==> src/rtl/det_frame_ctrl_if.sv <==
// Bundle between a frame requester, the frame controller and the attached 1011 detector.
// start is a request taken only while busy=0; done pulses once when the frame ends.
interface det_frame_ctrl_if #(
    parameter int FRAME_W = 16,
    parameter int CNT_W   = 5
);
    logic               start;
    logic [FRAME_W-1:0] frame_in;
    logic               abort;
    logic               pat_dec;
    logic               det_clr;
    logic               det_valid;
    logic               det_data;
    logic               busy;
    logic               done;
    logic [CNT_W-1:0]   match_cnt;

    modport master (
        output start, frame_in, abort, pat_dec,
        input  det_clr, det_valid, det_data, busy, done, match_cnt
    );

    modport slave (
        input  start, frame_in, abort, pat_dec,
        output det_clr, det_valid, det_data, busy, done, match_cnt
    );
endinterface

==> src/rtl/det_frame_ctrl.sv <==
// Serialises a frame MSB-first into a 1011 detector, counts its matches and reports per frame.
// Each bit is one SEND cycle followed by GAP idle cycles; matches are sampled in the first idle cycle.
module det_frame_ctrl #(
    parameter int FRAME_W = 16,
    parameter int GAP     = 1,
    parameter int CNT_W   = 5
) (
    input  logic             clk,
    input  logic             rst,
    det_frame_ctrl_if.slave  bus,
    output logic [2:0]       state_dbg
);
    typedef enum logic [2:0] {
        IDLE = 3'd0,
        CLR  = 3'd1,
        SEND = 3'd2,
        GAPW = 3'd3,
        DONE = 3'd4
    } state_t;

    localparam int              BW       = $clog2(FRAME_W + 1);
    localparam logic [3:0]      GAP_LAST = 4'(GAP - 1);
    localparam logic [CNT_W-1:0] CNT_MAX = '1;

    state_t             state;
    logic [FRAME_W-1:0] shreg;
    logic [BW-1:0]      bits_left;
    logic [3:0]         gap_cnt;
    logic [CNT_W-1:0]   run_cnt;
    logic [CNT_W-1:0]   run_cnt_nxt;

    // The detector's registered match shows up in the first idle cycle after a bit.
    always_comb begin
        run_cnt_nxt = run_cnt;
        if (state == GAPW && gap_cnt == 4'd0 && bus.pat_dec && run_cnt != CNT_MAX)
            run_cnt_nxt = run_cnt + CNT_W'(1);
    end

    always_ff @(posedge clk or negedge rst) begin
        if (!rst) begin
            state         <= IDLE;
            shreg         <= '0;
            bits_left     <= '0;
            gap_cnt       <= '0;
            run_cnt       <= '0;
            bus.det_clr   <= 1'b0;
            bus.det_valid <= 1'b0;
            bus.det_data  <= 1'b0;
            bus.busy      <= 1'b0;
            bus.done      <= 1'b0;
            bus.match_cnt <= '0;
        end else if (state != IDLE && bus.abort) begin
            state         <= IDLE;
            bus.det_clr   <= 1'b1;
            bus.det_valid <= 1'b0;
            bus.det_data  <= 1'b0;
            bus.busy      <= 1'b0;
            bus.done      <= 1'b0;
        end else begin
            bus.det_clr   <= 1'b0;
            bus.det_valid <= 1'b0;
            bus.det_data  <= 1'b0;
            bus.done      <= 1'b0;
            case (state)
                IDLE: begin
                    if (bus.start) begin
                        state       <= CLR;
                        shreg       <= bus.frame_in;
                        bits_left   <= BW'(FRAME_W);
                        run_cnt     <= '0;
                        bus.busy    <= 1'b1;
                        bus.det_clr <= 1'b1;
                    end
                end
                CLR: begin
                    state         <= SEND;
                    bus.det_valid <= 1'b1;
                    bus.det_data  <= shreg[FRAME_W-1];
                    shreg         <= {shreg[FRAME_W-2:0], 1'b0};
                    bits_left     <= bits_left - BW'(1);
                end
                SEND: begin
                    state   <= GAPW;
                    gap_cnt <= '0;
                end
                GAPW: begin
                    run_cnt <= run_cnt_nxt;
                    if (gap_cnt == GAP_LAST) begin
                        if (bits_left != '0) begin
                            state         <= SEND;
                            bus.det_valid <= 1'b1;
                            bus.det_data  <= shreg[FRAME_W-1];
                            shreg         <= {shreg[FRAME_W-2:0], 1'b0};
                            bits_left     <= bits_left - BW'(1);
                        end else begin
                            // Use the next-count so a match in the final idle cycle is reported.
                            state         <= DONE;
                            bus.done      <= 1'b1;
                            bus.match_cnt <= run_cnt_nxt;
                        end
                    end else begin
                        gap_cnt <= gap_cnt + 4'd1;
                    end
                end
                DONE: begin
                    state    <= IDLE;
                    bus.busy <= 1'b0;
                end
                default: begin
                    state    <= IDLE;
                    bus.busy <= 1'b0;
                end
            endcase
        end
    end

    assign state_dbg = state;
endmodule

==> src/flat_wrapper.sv <==
// flat-port wrapper written by rule: the top's interface ports become plain ports
module det_frame_ctrl_flat 
#(
    parameter int FRAME_W = 16,
    parameter int GAP     = 1,
    parameter int CNT_W   = 5
)
  (clk, rst, state_dbg, bus_start, bus_frame_in, bus_abort, bus_pat_dec, bus_det_clr, bus_det_valid, bus_det_data, bus_busy, bus_done, bus_match_cnt);
  det_frame_ctrl_if #(.FRAME_W(FRAME_W), .CNT_W(CNT_W)) bus_i ();
  input  logic clk;
  input  logic rst;
  output logic [2:0] state_dbg;
  input wire logic [$bits(bus_i.start)-1:0] bus_start;
  input wire logic [$bits(bus_i.frame_in)-1:0] bus_frame_in;
  input wire logic [$bits(bus_i.abort)-1:0] bus_abort;
  input wire logic [$bits(bus_i.pat_dec)-1:0] bus_pat_dec;
  output wire logic [$bits(bus_i.det_clr)-1:0] bus_det_clr;
  output wire logic [$bits(bus_i.det_valid)-1:0] bus_det_valid;
  output wire logic [$bits(bus_i.det_data)-1:0] bus_det_data;
  output wire logic [$bits(bus_i.busy)-1:0] bus_busy;
  output wire logic [$bits(bus_i.done)-1:0] bus_done;
  output wire logic [$bits(bus_i.match_cnt)-1:0] bus_match_cnt;
  assign bus_i.start = bus_start;
  assign bus_i.frame_in = bus_frame_in;
  assign bus_i.abort = bus_abort;
  assign bus_i.pat_dec = bus_pat_dec;
  assign bus_det_clr = bus_i.det_clr;
  assign bus_det_valid = bus_i.det_valid;
  assign bus_det_data = bus_i.det_data;
  assign bus_busy = bus_i.busy;
  assign bus_done = bus_i.done;
  assign bus_match_cnt = bus_i.match_cnt;
  det_frame_ctrl #(.FRAME_W(FRAME_W), .GAP(GAP), .CNT_W(CNT_W)) u_core (.clk(clk), .rst(rst), .bus(bus_i), .state_dbg(state_dbg));
endmodule
==> config.mk <==
export PLATFORM = sky130hd
export DESIGN_NAME = det_frame_ctrl_flat
export DESIGN_NICKNAME = d
export VERILOG_FILES = /design/src/rtl/det_frame_ctrl_if.sv /design/src/rtl/det_frame_ctrl.sv /design/src/flat_wrapper.sv
export SDC_FILE = /design/constraint.sdc
export NUM_CORES = 1
export LEC_CHECK = 0
export CORE_MARGIN = 2
export CORE_UTILIZATION = 58
export CTS_CLUSTER_DIAMETER = 50
export DETAILED_ROUTE_END_ITERATION = 12
export PLACE_DENSITY = 0.85
export SYNTH_ARGS = -nofsm -noshare
export SYNTH_HDL_FRONTEND = slang
export SYNTH_SLANG_ARGS = --single-unit
export TNS_END_PERCENT = 20
==> constraint.sdc <==
create_clock -name clk -period 3.7 [get_ports clk]
set_input_delay 0.555 -clock clk [delete_from_list [all_inputs] [get_ports clk]]
set_output_delay 0.555 -clock clk [all_outputs]
set_load 0.05 [all_outputs]
==> results.json, run 1 <==
{
  "seq_power_share_pct": 41.5,
  "timing_hold_violations_final": 0,
  "path_cells": "inv_1 -> ha_1 -> or3b_1 -> o21ai_4 -> nand2_4 -> mux2_4",
  "grt_pass1_wl_um": 7140,
  "crit_slowest_cell": "o21ai_4",
  "grt_pass1_vias": 1549,
  "ys_ff_latch": 43,
  "viasPerCell": 5.73,
  "ctsResizeCount": 0,
  "critPathArrivalTime_ps": 2580,
  "final_cells": 288,
  "r2r_end": "u_core.shreg[15]$_DFFE_PN0P_",
  "num_vias": 1651,
  "ys_seq_area_share_pct": 47.5,
  "wl_met1_um": 1940,
  "cts_tree": "done",
  "cts_buffers": 5,
  "globalRoute.totalOverflow": 0,
  "die_y_um": 66.5,
  "antenna_cells": 0,
  "synth_cell_types": 46,
  "ant_nets": 0,
  "setup_tns_ps": 0,
  "crit_family": "simple AND/OR/NAND/NOR gates",
  "synthFlopType": "dfrtp_1",
  "top_layer_used": "met4",
  "internal_power_mw": 1.10,
  "die_w_um": 66.5,
  "wl_per_cell_um": 14.4,
  "antenna_found_initial": 0,
  "synth_edf_count": 0,
  "p_sw_share_pct": 35.9,
  "track_usage_pct": 21.6,
  "path_buf_inv": 1,
  "power_leakage_nw": 1.20,
  "rsz0062_at_grt": "false",
  "hold_class": "in -> async",
  "final_area_sq_mm": 0.00267,
  "ir_worst_vdd_mv": 0.418,
  "fmaxAchievable_ghz": 0.418,
  "syn_inst": 212,
  "layout_worst_path_cycle_share_pct": 64.6,
  "dr.pass1.iters": 4,
  "max_stage_delay_ps": 610,
  "clock_skew_ps": 5.27,
  "design.core.area_sq_mm": 0.00372,
  "layout.nets": 265,
  "numPortBuffers": 33,
  "grt_max_degree": 44,
  "clock_latency_ps": 300,
  "avgSynthCellArea_sq_um": 10.7,
  "fill_cells": 285,
  "syn2layout_area_growth_pct": 18.1,
  "syn_area_sq_mm": 0.00226,
  "fin_crit_ps": 2390,
  "hold_buffers": 0,
  "ios": 34,
  "r2r_slack_ps": 1310,
  "r2r_start": "u_core.gap_cnt[0]$_DFFE_PN0P_",
  "route.met3.wl_um": 167,
  "syn_nets": 238,
  "tightestPinTransition_ps": 922,
  "routabilityCongestion": 0.766,
  "outcome": "finished clean",
  "post-place-cells": 280,
  "synth_warnings": 0,
  "clock_sinks": 43,
  "finish.utilization_pct": 71.9,
  "fp-row-count": 22,
  "start_util_pct": 60.9,
  "die_area_sq_mm": 0.00442,
  "wl_met2_um": 1970,
  "htreeDepth": 2,
  "cts.clk_slew.worst_paths_ps": 80,
  "switching_power_mw": 0.617,
  "ctsLongestPathBuffers": 2,
  "drt-initial-drc-count": 84,
  "required_ps": 3890,
  "maxCapViolCount": 0,
  "layout-drive-gt1-share_pct": 10.0,
  "startpoint_type": "flop",
  "cp-end-kind": "flop",
  "hpwl_um": 2860,
  "crit_type": "reg -> reg",
  "clockRootBuffer": "clkbuf_8",
  "final_max_slew_viol_count": 0,
  "reg2reg_depth": 6,
  "drt_wl_total_um": 4140,
  "comb_power_share_pct": 36.5,
  "critPathMaxFanout": 27,
  "power_frac_clock_pct": 22.0,
  "async_flop_share_pct": 100,
  "post_cts_buffers": 0,
  "placed_cell_area_sq_mm": 0.00255,
  "p_per_area_mw_per_mm2": 643,
  "relSlewSlack_pct": 38.5,
  "drcViolationCount": 0,
  "finalSetupViolCount": 0
}
-- cell usage after synthesis, types with 4 or more instances --
cell type | count | area, sq um
nor2_1 | 9 | 33.8
nand2_1 | 8 | 30.0
nand2b_1 | 5 | 31.3
o21ai_0 | 7 | 35.0
a21oi_1 | 22 | 110
nand3_1 | 5 | 25.0
and3_1 | 6 | 37.5
inv_1 | 8 | 30.0
a31oi_1 | 16 | 100
ha_1 | 5 | 62.6
nor3_1 | 4 | 20.0
dfrtp_1 | 43 | 1080
buf_2 | 8 | 40.0
a22o_1 | 4 | 35.0
mux2i_1 | 16 | 160
-- layout make-up --
type	count	area, sq um	area share, %
Clock buffer	6	82.6	3.09
Clock inverter	2	35.0	1.31
Inverter	8	30.0	1.12
Multi-Input combinational cell	145	1040	39.0
Sequential cell	43	1080	40.3
Tap cell	48	60.1	2.25
Timing Repair Buffer	36	348	13.0
-- routing by layer --
metal / global-route usage [%] / vias up
li1: - / 815
met5: 0 / -
met3: 6.25 / 6
met1: 27.8 / 795
met4: 8.67 / 0
met2: 34.4 / 35
-- cell families after synthesis --
| logic type | count (synthesis) | share of synthesized area, % |
|---|---|---|
| multiplexers | 21 | 9.89 |
| AO/OA/AOI/OAI | 59 | 16.8 |
| buffers and inverters | 24 | 6.47 |
| flip-flops | 43 | 47.5 |
| XOR/XNOR | 5 | 1.94 |
| AND/OR/NAND/NOR | 55 | 14.6 |
| adder cells (fa/ha/maj) | 5 | 2.76 |
-- worst max-delay path by stage --
| stage | end | depth (start not counted) | slack, ps | startpoint |
|---|---|---|---|---|
| after floorplan | u_core.run_cnt[0]$_DFFE_PN0P_ | 7 | 1680 | u_core.state_dbg[2]$_DFFE_PN0P_ |
| after global placement | u_core.shreg[1]$_DFFE_PN0P_ | 5 | 1250 | bus_abort |
| after detailed placement | u_core.shreg[5]$_DFFE_PN0P_ | 6 | 1170 | bus_start |
| after CTS | u_core.shreg[15]$_DFFE_PN0P_ | 6 | 1310 | u_core.gap_cnt[0]$_DFFE_PN0P_ |
| after global routing | u_core.shreg[1]$_DFFE_PN0P_ | 6 | 1160 | u_core.gap_cnt[0]$_DFFE_PN0P_ |
| final | u_core.shreg[15]$_DFFE_PN0P_ | 6 | 1310 | u_core.gap_cnt[0]$_DFFE_PN0P_ |
-- power groups by stage --
stage	logic, mW	clock network, mW	registers (mW)
2_1_floorplan	0.376	0	0.814
5_1_grt	0.685	0.405	0.728
4_1_cts	0.633	0.389	0.709
3_5_place_dp	0.634	0	0.714
3_3_place_gp	0.614	0	0.714
6_report	0.627	0.378	0.712
-- stage by stage --
stage          hold slack (ps)  setup WS, ps  total power [mW]
3_5_place_dp               482          1170              1.35
2_1_floorplan              259          1680              1.19
5_1_grt                    479          1160              1.82
3_3_place_gp               500          1250              1.33
6_report                   387          1310              1.72
4_1_cts                    414          1310              1.73
-- layout by cell type, fill, tap and decap left out, types with 3 or more instances in the layout --
cell type        netlist  routed
and3_1                 6       6
nor3_1                 4       4
nand2b_1               5       5
o21ai_0                7       7
mux2_2                 3       3
or3_1                  3       3
a22o_1                 4       4
dfrtp_1               43      43
buf_4                  3       3
inv_1                  8       8
mux2i_1               16      16
nand3_1                5       5
clkbuf_8               0       6
a31oi_1               16      16
clkdlybuf4s50_1        0      32
nor2_1                 9       9
nand2_1                8       8
xor2_1                 3       3
a21oi_1               22      22
ha_1                   5       5
-- registers in the layout, indices dropped and copies added (netlist names) --
name,flops
u_core.bits_left,5
u_core.bus.busy,1
u_core.bus.det_clr,1
u_core.bus.det_data,1
u_core.bus.det_valid,1
u_core.bus.done,1
u_core.bus.match_cnt,5
u_core.gap_cnt,4
u_core.run_cnt,5
u_core.shreg,16
u_core.state_dbg,3
(Power assumes the default switching activity.)
==> inputs of run 2 (changes only) <==
- CORE_UTILIZATION: 58 -> 54
- PLACE_DENSITY: 0.85 -> 0.8
- clock period: 3.7 -> 2.5 ns (I/O delays scaled with it)
==> results.json, run 2 (synthesis results as in run 1) <==
{
  "clockRootBuffer": "clkbuf_8",
  "post-place-ws_ps": 328,
  "final_cell_mix": "dfrtp_1 (43), clkdlybuf4s50_1 (32), a21oi_1 (22), a31oi_1 (16), mux2i_1 (16)",
  "wl_per_cell_um": 13.7,
  "layout_worst_path_cycle_share_pct": 84.7,
  "ios": 34,
  "reg2reg_depth": 7,
  "crit_slowest_cell": "clkdlybuf4s50_1",
  "die_y_um": 68.7,
  "viasPerCell": 5.79,
  "crit_start": "u_core.state_dbg[0]$_DFFE_PN0P_",
  "crit_family": "buffers and inverters",
  "die_w_um": 68.7,
  "r2r_slack_ps": 430,
  "largest_reg_flops": 16,
  "clock_latency_ps": 290,
  "routabilityCongestion": 0.760,
  "grt_max_degree": 44,
  "cts_tree": "done",
  "layout-drive-gt1-share_pct": 11.1,
  "top_register": "u_core.shreg",
  "timing_hold_violations_final": 0,
  "post_cts_buffers": 0,
  "layout.nets": 269,
  "drt-initial-drc-count": 84,
  "final_area_sq_mm": 0.00267,
  "fin_crit_ps": 2120,
  "grt_pass1_wl_um": 6870,
  "maxCapViolCount": 0,
  "ctsResizeCount": 0,
  "dr.pass1.iters": 4,
  "finish.utilization_pct": 66.3,
  "ir_worst_vdd_mv": 0.482,
  "syn2layout_area_growth_pct": 18.1,
  "antenna_found_initial": 0,
  "final_common_cell": "dfrtp_1",
  "clock_sinks": 43,
  "post-place-cells": 286,
  "clock_skew_ps": 11.0,
  "fill_cells": 339,
  "fp-row-count": 23,
  "drt_wl_total_um": 4040,
  "r2r_end": "u_core.run_cnt[0]$_DFFE_PN0P_",
  "setup_tns_ps": 0,
  "rsz0062_at_grt": "false",
  "globalRoute.totalOverflow": 0,
  "final_max_slew_viol_count": 0,
  "htreeDepth": 2,
  "final_cells": 294,
  "relSlewSlack_pct": 38.7,
  "ctsLongestPathBuffers": 2,
  "antenna_cells": 0,
  "cp-end-kind": "primary output",
  "hold_buffers": 0,
  "grt_pass1_vias": 1556,
  "cts_buffers": 5,
  "critPathArrivalTime_ps": 1740,
  "r2r_start": "u_core.run_cnt[0]$_DFFE_PN0P_",
  "fin_ws_ps": 381,
  "power_leakage_nw": 1.20,
  "ff_latch_area_sq_mm": 0.00108,
  "outcome": "finished clean",
  "numPortBuffers": 33,
  "critPathMaxFanout": 14,
  "p_total_mw": 2.42,
  "p_per_area_mw_per_mm2": 905,
  "hpwl_um": 2870,
  "fin_hold_ws_ps": 213,
  "hold_class": "in -> async",
  "path_cells": "clkdlybuf4s50_1",
  "crit_type": "reg -> out",
  "design.core.area_sq_mm": 0.00403,
  "cts.clk_slew.worst_paths_ps": 90,
  "ant_nets": 0,
  "tightestPinTransition_ps": 919,
  "cp.depth": 1,
  "max_stage_delay_ps": 880,
  "num_vias": 1702,
  "drcViolationCount": 0,
  "cp-endpoint": "state_dbg[0]",
  "start_util_pct": 56.2,
  "required_ps": 2120,
  "fmaxAchievable_ghz": 0.472,
  "track_usage_pct": 19.5,
  "finalSetupViolCount": 0,
  "path_buf_inv": 1,
  "die_area_sq_mm": 0.00473,
  "multi_input_area_sq_mm": 0.00104,
  "startpoint_type": "flop",
  "placed_cell_area_sq_mm": 0.00259
}
==> run 2: worst min-delay path by stage <==
stage / startpoint / endpoint / slack [ps] / cells past startpoint
3_5_place_dp: u_core.shreg[15]$_DFFE_PN0P_ / u_core.bus.det_data$_DFF_PN0_ / 490 / 1
5_1_grt: rst / u_core.run_cnt[3]$_DFFE_PN0P_ / 290 / 1
6_report: rst / u_core.bus.match_cnt[0]$_DFFE_PN0P_ / 210 / 1
4_1_cts: rst / u_core.bus.match_cnt[3]$_DFFE_PN0P_ / 250 / 1
2_1_floorplan: rst / u_core.bits_left[0]$_DFFE_PN0P_ / 80 / 0
3_3_place_gp: u_core.shreg[15]$_DFFE_PN0P_ / u_core.bus.det_data$_DFF_PN0_ / 480 / 1
==> run 2: final cells by class <==
type                            instances  area share (%)
Clock inverter                          2           0.468
Multi-Input combinational cell        145            39.0
Clock buffer                            6            2.72
Timing Repair Buffer                   40            14.1
Tap cell                               50            2.34
Inverter                                8            1.12
Sequential cell                        43            40.3
==> run 2: metal layers <==
layer / wire [um] / global-route usage [%]
met1: 1930 / 25.1
met2: 1880 / 32.2
met3: 188 / 5.84
met4: 40 / 4.66
met5: 0 / 0
==> run 2: where the power goes <==
| part | internal [mW] | switching, mW |
|---|---|---|
| Combinational | 0.410 | 0.529 |
| Sequential | 0.904 | 0.151 |
| Clock | 0.195 | 0.231 |
| Total | 1.51 | 0.911 |
==> run 2: worst register-to-register path: cells and delay by family, from the launching register on <==
kind	cells	cell delay [ps]
AND/OR/NAND/NOR	3	720
flip-flops	1	420
adder cells (fa/ha/maj)	2	400
multiplexers	1	280
AO/OA/AOI/OAI	1	140
